$ cat config.mk
export PLATFORM = sky130hd
export DESIGN_NAME = trunc_seq_div
export DESIGN_NICKNAME = d
export VERILOG_FILES = /design/src/rtl/trunc_seq_div.sv
export SDC_FILE = /design/constraint.sdc
export NUM_CORES = 1
export LEC_CHECK = 0
export ABC_AREA = 1
export CAP_MARGIN = 20
export CORE_MARGIN = 2
export CORE_UTILIZATION = 49
export CTS_BUF_LIST = sky130_fd_sc_hd__clkbuf_4 sky130_fd_sc_hd__clkbuf_8 sky130_fd_sc_hd__clkbuf_16
export CTS_CLUSTER_DIAMETER = 120
export DETAILED_ROUTE_END_ITERATION = 16
export HOLD_SLACK_MARGIN = 0.15
export PLACE_DENSITY = 0.76
export SYNTH_ARGS = -nofsm -noshare
export SYNTH_HDL_FRONTEND = slang
export SYNTH_SLANG_ARGS = --single-unit
$ cat constraint.sdc
create_clock -name clk -period 1.8 [get_ports clk]
set_input_delay 0.27 -clock clk [delete_from_list [all_inputs] [get_ports clk]]
set_output_delay 0.27 -clock clk [all_outputs]
set_load 0.005 [all_outputs]
$ cat src/rtl/trunc_seq_div.sv
// rtl/trunc_seq_div.sv - truncated-operand sequential restoring divider, one quotient bit per clock
// Optional quotient rounding stage compiled in with TRUNC_DIV_ROUND_EN.
module trunc_seq_div #(
    parameter int BWOP = 10,
    parameter int NAB  = 1
) (
    input  logic            clk,
    input  logic            rst,
    input  logic            in_valid,
    output logic            in_ready,
    input  logic [BWOP-1:0] a,
    input  logic [BWOP-1:0] b,
    output logic            out_valid,
    input  logic            out_ready,
    output logic [BWOP-1:0] q,
    output logic [BWOP-1:0] r,
    output logic            dz
);

    localparam int W  = BWOP - NAB;
    localparam int CW = (W > 1) ? $clog2(W) : 1;

    typedef enum logic [1:0] {S_IDLE, S_CALC, S_RND, S_DONE} state_t;

    state_t          state_q, state_d;
    logic [W-1:0]    dvd_q, dvd_d;
    logic [W-1:0]    dvs_q, dvs_d;
    logic [W-1:0]    rem_q, rem_d;
    logic [W-1:0]    quo_q, quo_d;
    logic [CW-1:0]   cnt_q, cnt_d;
    logic [BWOP-1:0] q_q, q_d;
    logic [BWOP-1:0] r_q, r_d;
    logic            dz_q, dz_d;

    logic [W-1:0]    a_t, b_t;
    logic [W:0]      rem_sh;
    logic            step_ge;
    logic [W-1:0]    rem_step;
    logic [W-1:0]    quo_step;

    always_ff @(posedge clk) begin
        if (rst) begin
            state_q <= S_IDLE;
            dvd_q   <= '0;
            dvs_q   <= '0;
            rem_q   <= '0;
            quo_q   <= '0;
            cnt_q   <= '0;
            q_q     <= '0;
            r_q     <= '0;
            dz_q    <= 1'b0;
        end else begin
            state_q <= state_d;
            dvd_q   <= dvd_d;
            dvs_q   <= dvs_d;
            rem_q   <= rem_d;
            quo_q   <= quo_d;
            cnt_q   <= cnt_d;
            q_q     <= q_d;
            r_q     <= r_d;
            dz_q    <= dz_d;
        end
    end

    always_comb begin
        state_d  = state_q;
        dvd_d    = dvd_q;
        dvs_d    = dvs_q;
        rem_d    = rem_q;
        quo_d    = quo_q;
        cnt_d    = cnt_q;
        q_d      = q_q;
        r_d      = r_q;
        dz_d     = dz_q;

        a_t      = W'(a >> NAB);
        b_t      = W'(b >> NAB);
        // Remainder stays below the divisor, so W+1 bits covers the shifted compare.
        rem_sh   = {rem_q, dvd_q[W-1]};
        step_ge  = (rem_sh >= {1'b0, dvs_q});
        rem_step = step_ge ? W'(rem_sh - {1'b0, dvs_q}) : rem_sh[W-1:0];
        quo_step = W'({quo_q, step_ge});

        case (state_q)
            S_IDLE: begin
                if (in_valid) begin
                    dvd_d = a_t;
                    dvs_d = b_t;
                    rem_d = '0;
                    quo_d = '0;
                    cnt_d = CW'(W - 1);
                    if (b_t == '0) begin
                        state_d = S_DONE;
                        q_d     = BWOP'({W{1'b1}});
                        r_d     = a;
                        dz_d    = 1'b1;
                    end else begin
                        state_d = S_CALC;
                    end
                end
            end
            S_CALC: begin
                dvd_d = dvd_q << 1;
                rem_d = rem_step;
                quo_d = quo_step;
                if (cnt_q == '0) begin
                    r_d  = BWOP'(rem_step) << NAB;
                    dz_d = 1'b0;
`ifdef TRUNC_DIV_ROUND_EN
                    state_d = S_RND;
`else
                    state_d = S_DONE;
                    q_d     = BWOP'(quo_step);
`endif
                end else begin
                    cnt_d = cnt_q - CW'(1);
                end
            end
`ifdef TRUNC_DIV_ROUND_EN
            S_RND: begin
                // Round half up on the truncated operands; an all-ones quotient must not wrap.
                if (({rem_q, 1'b0} >= {1'b0, dvs_q}) && (quo_q != '1)) begin
                    q_d = BWOP'(quo_q + W'(1));
                end else begin
                    q_d = BWOP'(quo_q);
                end
                state_d = S_DONE;
            end
`endif
            S_DONE: begin
                if (out_ready) begin
                    state_d = S_IDLE;
                end
            end
            default: state_d = S_IDLE;
        endcase
    end

    assign in_ready  = (state_q == S_IDLE);
    assign out_valid = (state_q == S_DONE);
    assign q         = q_q;
    assign r         = r_q;
    assign dz        = dz_q;

endmodule

## After elaboration in Yosys (flattened, before gate mapping)

Index checks and enable logic that the tools add are counted.

| word-level totals | value |
|---|---|
| flip-flop bits (word level) | 62 |
| input bits | 24 |
| output and inout port bits | 23 |
| word-level logic and storage cells | 54 |

| operators by class | value |
|---|---|
| add/sub/neg operators | 2 |
| $lt $le $gt $ge | 1 |
| equality and inequality tests | 7 |
| muxes and demuxes | 26 |
| reductions and logical operators | 9 |

Operators by type and width:

| operator | number |
|---|---|
| $mux W10 | 6 |
| $pmux W10 S2 | 2 |
| $pmux W9 S2 | 2 |
| $mux W9 | 3 |
| $pmux W8 S2 | 1 |
| $ge A10 B9 Y1 | 1 |
| $logic_not A9 Y1 | 1 |
| $sub A9 B9 Y9 | 1 |
| $mux W2 | 4 |
| $mux W4 | 2 |
| $pmux W4 S2 | 1 |
| $ne A2 B2 Y1 const B | 3 |
| $pmux W2 S3 | 1 |
| $reduce_and A3 Y1 | 2 |
| $logic_not A4 Y1 | 1 |
| $ne A2 B1 Y1 const B | 2 |
| $reduce_and A2 Y1 | 2 |
| $reduce_and A4 Y1 | 1 |
| $sub A4 B1 Y4 const B | 1 |
| $mux W1 | 3 |
| $eq A2 B1 Y1 const B | 1 |
| $eq A2 B2 Y1 const B | 1 |
| $logic_not A2 Y1 | 1 |
| $pmux W1 S2 | 1 |
| $reduce_bool A2 Y1 | 1 |

## Longest topological paths before layout

Gate-level depths: netlist (run 1).

| logic depth | value |
|---|---|
| depth after elaboration | 4 |
| mapped depth | 15 |

## Least setup slack after synthesis (run 1)

OpenSTA, ideal clock, no wires.

| path | value |
|---|---|
| kind | register to register |
| start | reg dvd_q[8] |
| end | reg r_q[9] (netlist: r[9]) |
| setup time | 109 ps |
| arrival | 1779 ps |
| required time | 1691 ps |
| path slack | -88 ps |
| stages on the path, launching flop included | 16 |
| buffers on the path | 1 |
| cell sequence | dfxtp_1 > inv_1 > ha_1 > inv_1 > fa_1 > inv_1 > nor2_1 > nand2_1 > nand3_1 > nand2_2 > nand2_2 > buf_6 > nand3_1 > nand3_1 > nand2_1 > inv_1 |

| on the way | value |
|---|---|
| cells in the longest elaborated chain, start to end | 4 |

RTL lines:

| what | RTL line | RTL |
|---|---|---|
| start: declaration | 26 | `logic [W-1:0] dvd_q, dvd_d;` |
| start signal: assignment | 54 | `dvd_q <= dvd_d;` |
| $sub A9 B9 Y9 or $ge A10 B9 Y1 (tied branches) | 81, 80 |  |
| $mux W9 (*) | 81 | `rem_step = step_ge ? W'(rem_sh - {1'b0, dvs_q}) : rem_sh[W-1:0];` |
| $mux W10 (*) | 106 | `if (cnt_q == '0) begin` |
| $pmux W10 S2 (*) | 84 | `case (state_q)` |
| end signal: assignment | 60 | `r_q <= r_d;` |
| end: declaration | 32 | `logic [BWOP-1:0] r_q, r_d;` |

Mark *: on every way between the ends. The rest lies on a longest branch, timed or not. The select of a mux whose other input is x is not followed.
A chain may end at the register's enable or synchronous reset.

## Worst setup path in the final report (run 1)

| path | value |
|---|---|
| start | reg dvs_q[5] |
| end | reg rem_q[1] |

| on the way | value |
|---|---|
| cells in the longest elaborated chain, start to end | 3 |

RTL lines:

| what | RTL line | RTL |
|---|---|---|
| start: declaration | 27 | `logic [W-1:0] dvs_q, dvs_d;` |
| start signal: assignment | 55 | `dvs_q <= dvs_d;` |
| $ge A10 B9 Y1 | 80 | `step_ge = (rem_sh >= {1'b0, dvs_q});` |
| $mux W9 | 81 |  |
| $pmux W9 S2 | 84 |  |
| end signal: assignment | 56 | `rem_q <= rem_d;` |
| end: declaration | 28 | `logic [W-1:0] rem_q, rem_d;` |

No other way between the ends.

==> results of run 1 <==
==> logic make-up after synthesis <==
logic type / count (synthesis) / share of synthesized area (%)
AND/OR/NAND/NOR: 224 / 31.45
AO/OA/AOI/OAI: 71 / 12.30
adder cells (fa/ha/maj): 12 / 4.905
XOR/XNOR: 3 / 0.8176
other: 1 / 0.1167
flip-flops: 61 / 37.99
buffers and inverters: 94 / 12.42
==> power breakdown <==
group          switching [mW]  leakage (nW)  internal [mW]
Clock                   0.581        0.0943          0.671
Sequential              0.127         0.501           1.54
Combinational            1.44          1.41           1.14
==> registers in the layout, indices dropped and copies added, names as in the netlist <==
register,count
cnt_q,4
quo_q,8
dvs_q,9
q,9
state_q,2
dz,1
r,10
rem_q,9
dvd_q,9
==> cell usage in the layout (no fill, tap or decap), types with 3 or more instances in the layout <==
cell / netlist / routed
sky130_fd_sc_hd__dfxtp_1: 61 / 59
sky130_fd_sc_hd__a31oi_1: 8 / 8
sky130_fd_sc_hd__nor2_4: 1 / 3
sky130_fd_sc_hd__clkbuf_8: 0 / 10
sky130_fd_sc_hd__nand3_2: 6 / 13
sky130_fd_sc_hd__nand2_2: 5 / 8
sky130_fd_sc_hd__inv_1: 71 / 68
sky130_fd_sc_hd__nand2_4: 2 / 3
sky130_fd_sc_hd__buf_4: 5 / 36
sky130_fd_sc_hd__inv_2: 2 / 5
sky130_fd_sc_hd__ha_4: 0 / 4
sky130_fd_sc_hd__clkdlybuf4s50_1: 0 / 44
sky130_fd_sc_hd__nor2_1: 46 / 44
sky130_fd_sc_hd__nand2_1: 103 / 98
sky130_fd_sc_hd__nor3_1: 13 / 12
sky130_fd_sc_hd__clkinvlp_4: 0 / 3
sky130_fd_sc_hd__a21oi_1: 45 / 43
sky130_fd_sc_hd__nand4_1: 11 / 11
sky130_fd_sc_hd__o21ai_0: 9 / 9
sky130_fd_sc_hd__ha_1: 11 / 7
sky130_fd_sc_hd__nor2_2: 3 / 3
sky130_fd_sc_hd__a211oi_1: 6 / 6
sky130_fd_sc_hd__buf_6: 3 / 3
sky130_fd_sc_hd__nand3_1: 31 / 23
==> layout make-up <==
class	count	area [um^2]
clock buffer	10	137.6
clock inverter	6	62.56
fill	524	2008
inverter	73	274.0
multi-input combinational	311	1763
sequential	61	1224
tap	77	96.34
timing repair buffer	85	784.5
==> worst paths after layout <==
check / startpoint / endpoint
hold / removal: dvd_q[0] / dvd_q[0]
setup reg to reg: dvs_q[5] / rem_q[1]
hold reg to reg: dvd_q[0] / dvd_q[0]
setup / recovery: dvs_q[5] / rem_q[1]
==> critical path: stages (launching register included) <==
cell and delay (ns):
sky130_fd_sc_hd__dfxtp_1 0.31, sky130_fd_sc_hd__inv_1 0.05, sky130_fd_sc_hd__ha_1 0.32, sky130_fd_sc_hd__nand2_1 0.10, sky130_fd_sc_hd__nor2_1 0.14, sky130_fd_sc_hd__nand2_1 0.12, sky130_fd_sc_hd__nor2_4 0.12, sky130_fd_sc_hd__nor2_4 0.06
sky130_fd_sc_hd__buf_4 0.17, sky130_fd_sc_hd__nand4_1 0.13, sky130_fd_sc_hd__nand3_1 0.08, sky130_fd_sc_hd__nand2_1 0.07, sky130_fd_sc_hd__inv_1 0.05
==> repair_timing <==
action                     in CTS  in global routing
buffers inserted                2                  2
pin swaps                      10                  9
gates cloned                    1                  0
setup endpoints to repair      20                 21
resized for setup               7                 22
==> per-layer routing <==
metal | wire (um) | track usage, % | vias to the layer above | share of wire, %
met3 | 371 | 4.864 | 18 | 4.5
met4 | 193 | 10.39 | 0 | 2.3
met1 | 3845 | 30.53 | 1511 | 46
met2 | 3868 | 38.64 | 87 | 47
li1 | - | - | 1647 | -
met5 | 0 | 0 | - | 0
==> through the flow <==
stage               hold WS, ns  instances  utilization [%]  power, mW  area (um^2)
floorplan                0.4128        466                -      3.137         3252
global placement         0.4468        602            62.34      3.806         3959
detailed placement       0.4519        602            62.34      3.846         3959
CTS                      0.4629        621            66.38      5.246         4215
global route             0.4893        623            68.37      5.849         4342
finish                   0.4616        623            68.37      5.493         4342
==> summary.md, run 1 <==
| Metric | Value |
|---|---|
| Run status | finished, violations left |
| Violated checks | setup timing |
| Library cells used by synthesis | 32 |
| Top cell type's share of synthesized area | 37.99% |
| Flops & latches, synth | 61 |
| Count of warnings emitted by yosys | 0 |
| Largest net degree at the start of global routing | 48 |
| Final cycle utilization of the critical path | 101.0% |
| Power density cells | 1265 nW/um^2 |
| Final setup fails | 3 |
| Total die area | 7223 um^2 |
| Total I/O pin count | 47 |
| Antenna violations before repair | 0 |
| Inserted Diodes | 0 |
| Detailed-placement wirelength estimate | 5642 um |
| Wire per inst | 13.29 um |
| Via count | 3,263 |
| Total global-route track usage | 23.77% |
| Fin. Hold Viols | 0 |
| Ratio of cells with drive above 1 in the final layout | 19.96% |
| Initial standard-cell utilization of the core | 50.62% |
| Post-synthesis instance total | 466 |
| Number of clock buffers inserted by TritonCTS | 9 |
| Row cnt | 29 |
| Reg2reg path depth | 12 |
| Number of nets still failing antenna checks after routing | 0 |
| Total Neg Setup Slack | -0.03288 ns |
| Reported max-cap violation count | 0 |
| Global-route wire length before repair | 13,800 um |
| RSZ-0062 raised after global routing | true |
| Number of vias per cell | 5.238 |
| Maximum level of the CTS H-tree | 3 |
| Headroom to the max-slew limit | 58.77% |
| Measured slew at the worst slew-check pin | 0.6177 ns |
| Worst-Skew Late Latency | 0.35 ns |
| Fmax | 0.5498 GHz |
| Startpoint-to-endpoint class of the critical path | flip-flop to flip-flop |
| Final weighted congestion of routability-driven global placement | 0.9133 |
| Initial DRC count | 245 |
| Cell at the root of the clock tree | sky130_fd_sc_hd__clkbuf_8 |
| Sink count of the clock tree | 61 |
| Post-layout min period | 1.819 ns |
| Clock-pin transition on the worst setup and hold timing paths | 0.08 ns |
| Startpoint type of the worst setup path | flip-flop |
| Average footprint of a synthesized cell | 6.898 um^2 |
| Ranking of synthesized cells by instance count | sky130_fd_sc_hd__nand2_1 (103), sky130_fd_sc_hd__inv_1 (71), sky130_fd_sc_hd__dfxtp_1 (61) |
| Number of port buffers | 44 |
| Worst setup slack before clock tree synthesis | -0.1362 ns |
| Proportion of register bits with asynchronous set or reset after synthesis | 0% |
| Hold Path Stages | 2 |
| Path type of the worst min-delay path | flip-flop to flip-flop |
| Flop2flop setup slack | -0.02 ns |
| Number of enable flip-flop cells after synthesis | 0 |
| TritonCTS clock tree | built |
| Number of global-route vias before repair | 3,122 |
| First-pass DRT Iterations | 5 |
| Final nets | 577 |
| DRC errors left | 0 |
| Maximum vdd drop | 0.0007709 V |
| Total overflow reported by the global router | 0 |
| Layout area overhead | 35.07% |
| Worst-path maximum fanout | 9 |
| Yosys top cell by area | sky130_fd_sc_hd__dfxtp_1 |
| Max-slew violation count | 0 |
| Total Wirelength | 8277 um |
| Nets in the synthesized netlist | 502 |
| Prevailing post-synth register cell | sky130_fd_sc_hd__dfxtp_1 |
| Required time reported for the critical path endpoint | 2.04 ns |
| Most frequently used cell type in the post-synthesis netlist | sky130_fd_sc_hd__nand2_1 |
| Biggest area contributors in the synthesized netlist | sky130_fd_sc_hd__dfxtp_1 (38%), sky130_fd_sc_hd__nand2_1 (12%), sky130_fd_sc_hd__inv_1 (8.3%) |
| Post-Synthesis Cell Area | 3214 um^2 |
| Share of synthesized area occupied by flip-flops and latches | 37.99% |
| Leakage | 2.008 nW |
| CP endpoint kind | flip-flop |
| X dimension of the die | 84.99 um |
| Die H | 84.99 um |
| Maximum number of buffers from clock root to sink | 2 |
| Maximum clock skew at final layout | 0.01216 ns |
| Hold buffer count at cts | 0 |
| CP arrival | 2.06 ns |
| Core region area | 6350 um^2 |
| Worst setup slack after layout | -0.01868 ns |
(Power assumes the default switching activity.)
==> run 2: changes to the inputs <==
--- a/config.mk
+++ b/config.mk
@@ -8,12 +8,12 @@
 export ABC_AREA = 1
 export CAP_MARGIN = 20
 export CORE_MARGIN = 2
-export CORE_UTILIZATION = 49
+export CORE_UTILIZATION = 50
 export CTS_BUF_LIST = sky130_fd_sc_hd__clkbuf_4 sky130_fd_sc_hd__clkbuf_8 sky130_fd_sc_hd__clkbuf_16
 export CTS_CLUSTER_DIAMETER = 120
 export DETAILED_ROUTE_END_ITERATION = 16
 export HOLD_SLACK_MARGIN = 0.15
-export PLACE_DENSITY = 0.76
+export PLACE_DENSITY = 0.74
 export SYNTH_ARGS = -nofsm -noshare
 export SYNTH_HDL_FRONTEND = slang
 export SYNTH_SLANG_ARGS = --single-unit
==> constraint.sdc (replaced) <==
create_clock -name clk -period 2.35 [get_ports clk]
set_input_delay 0.3525 -clock clk [delete_from_list [all_inputs] [get_ports clk]]
set_output_delay 0.3525 -clock clk [all_outputs]
set_load 0.005 [all_outputs]
==> summary.md, run 2 (synthesized netlist as in run 1, its figures left out) <==
| Metric | Value |
|---|---|
| Initial DRC count | 169 |
| Initial standard-cell utilization of the core | 51.21% |
| Instance area after placement | 3686 um^2 |
| Row cnt | 29 |
| Total Wirelength | 6960 um |
| Series of cell instances along the critical path | inv_1 > ha_1 > inv_1 > fa_1 > inv_1 > nor2_1 > nand2_1 > nand3_1 > nand2_2 > nand2_2 > nand3_1 > nand3_1 > nand2_1 > inv_1 |
| Largest net degree at the start of global routing | 30 |
| Fmax | 0.4850 GHz |
| Fin. Hold Viols | 0 |
| Maximum vdd drop | 0.0005837 V |
| Antenna violations before repair | 0 |
| Global-route wire length before repair | 12,520 um |
| Final weighted congestion of routability-driven global placement | 0.8661 |
| Leakage | 1.826 nW |
| Maximum cell stage delay along the critical path | 0.42 ns |
| Launch point of the worst hold path | cnt_q[0] |
| Max-slew violation count | 0 |
| Run status | finished, final reports clean |
| Inserted Diodes | 0 |
| Number of clock buffers inserted by TritonCTS | 9 |
| Maximum level of the CTS H-tree | 3 |
| Quantity of gates resized following cts | 0 |
| Worst min-delay path endpoint | cnt_q[0] |
| Headroom to the max-slew limit | 64.22% |
| CP arrival | 2.29 ns |
| CP endpoint kind | flip-flop |
| Slowest library cell on the worst path | sky130_fd_sc_hd__fa_1 |
| Final setup fails | 0 |
| Clock-pin transition on the worst setup and hold timing paths | 0.07 ns |
| Total global-route track usage | 21.37% |
| Path type of the worst min-delay path | flip-flop to flip-flop |
| DRC errors left | 0 |
| Total I/O pin count | 47 |
| Via count | 2,949 |
| Setup bufs post-CTS | 0 |
| Final std cell area, no fill | 3896 um^2 |
| Detailed-placement wirelength estimate | 5053 um |
| Number of global-route vias before repair | 2,881 |
| Maximum clock skew at final layout | 0.009977 ns |
| Final nets | 544 |
| End of the worst register-to-register path | rem_q[5] |
| Measured slew at the worst slew-check pin | 0.5361 ns |
| Sink count of the clock tree | 61 |
| Worst setup slack before clock tree synthesis | 0.3054 ns |
| X dimension of the die | 84.18 um |
| Final cycle utilization of the critical path | 87.74% |
| Count of filler cells inserted in the layout | 611 |
| Worst-path maximum fanout | 11 |
| Number of port buffers | 44 |
| Maximum number of buffers from clock root to sink | 2 |
| Number of flip-flops under the largest register name | 10 |
| Total die area | 7086 um^2 |
| Reported max-cap violation count | 0 |
| Layout area overhead | 21.21% |
| First-pass DRT Iterations | 5 |
| Number of nets still failing antenna checks after routing | 0 |
| FF+latch area | 1221 um^2 |
| Most frequent standard cell in the layout excluding fill and tap cells | sky130_fd_sc_hd__nand2_1 |
| Hold Path Stages | 2 |
| RSZ-0062 raised after global routing | false |
| Hold buffer count at cts | 0 |
| Required time reported for the critical path endpoint | 2.57 ns |
| Multi-input combinational cell area | 1594 um^2 |
| Worst setup slack after layout | 0.2880 ns |
| Total Neg Setup Slack | 0 ns |
| Ratio of cells with drive above 1 in the final layout | 8.967% |
| Cell at the root of the clock tree | sky130_fd_sc_hd__clkbuf_8 |
| Reg2reg path depth | 14 |
| Core region area | 6277 um^2 |
| Startpoint type of the worst setup path | flip-flop |
| Die H | 84.18 um |
| Startpoint-to-endpoint class of the critical path | flip-flop to flip-flop |
| Total overflow reported by the global router | 0 |
| Most common cell on crit path | sky130_fd_sc_hd__inv_1 |
| Number of vias per cell | 4.998 |
| Final design utilization | 62.07% |
| Post-layout min period | 2.062 ns |
| Flop2flop setup slack | 0.29 ns |
| Wire per inst | 11.80 um |
| TritonCTS clock tree | built |
| Power density cells | 932.3 nW/um^2 |
| Most frequent cells in the layout | sky130_fd_sc_hd__nand2_1 (103), sky130_fd_sc_hd__inv_1 (71), sky130_fd_sc_hd__dfxtp_1 (61) |
| Worst reg2reg startpoint | dvd_q[8] |
| Worst-Skew Late Latency | 0.33 ns |
==> run 2: cell types whose count changed in the layout (fill, tap and decap cells not counted), sizes merged <==
cell,change
buf,-33
clkbuf,+3
clkinvlp,-3
==> run 2: critical path: cells and delay by family (launching register included) <==
family,cells,cell delay (ns)
DFF,1,0.33
buffers and inverters,4,0.24
and+or+nand+nor,8,0.82
adders and majority gates,2,0.55
==> run 2: layout make-up <==
class	count	area share, %
sequential	61	31.34
tap	77	2.473
inverter	73	7.033
clock inverter	3	1.124
multi-input combinational	311	40.91
timing repair buffer	52	12.85
clock buffer	13	4.271
==> run 2: through the flow <==
step                hold WS, ns  power, mW  std cells
floorplan                0.4354      2.359        466
global placement         0.4523      2.653        574
detailed placement       0.4537      2.676        574
CTS                      0.4641      3.658        590
global route             0.4829      3.932        590
finish                   0.4633      3.633        590
==> run 2: power breakdown <==
part | internal (mW) | leakage, nW | switching, mW
registers | 1.18 | 0.500 | 0.0866
logic | 0.535 | 1.21 | 0.868
clock network | 0.572 | 0.110 | 0.396
==> run 2: layer usage <==
| metal | GRT usage [%] | up-vias | share of wire (%) |
|---|---|---|---|
| met3 | 5.703 | 10 | 4.1 |
| met5 | 0 | - | 0 |
| met4 | 6.158 | 0 | 1.6 |
| li1 | - | 1574 | - |
| met1 | 26.65 | 1311 | 46 |
| met2 | 36.36 | 54 | 48 |
==> run 2: worst max-delay path by stage <==
stage                  start  endpoint  cells after the start
finish              dvd_q[8]  rem_q[5]                     14
detailed placement  in_valid      r[9]                      8
CTS                 dvd_q[8]  rem_q[5]                     14
floorplan           dvd_q[8]      r[9]                     15
global route        dvd_q[8]  rem_q[5]                     14
global placement    in_valid      r[3]                      8
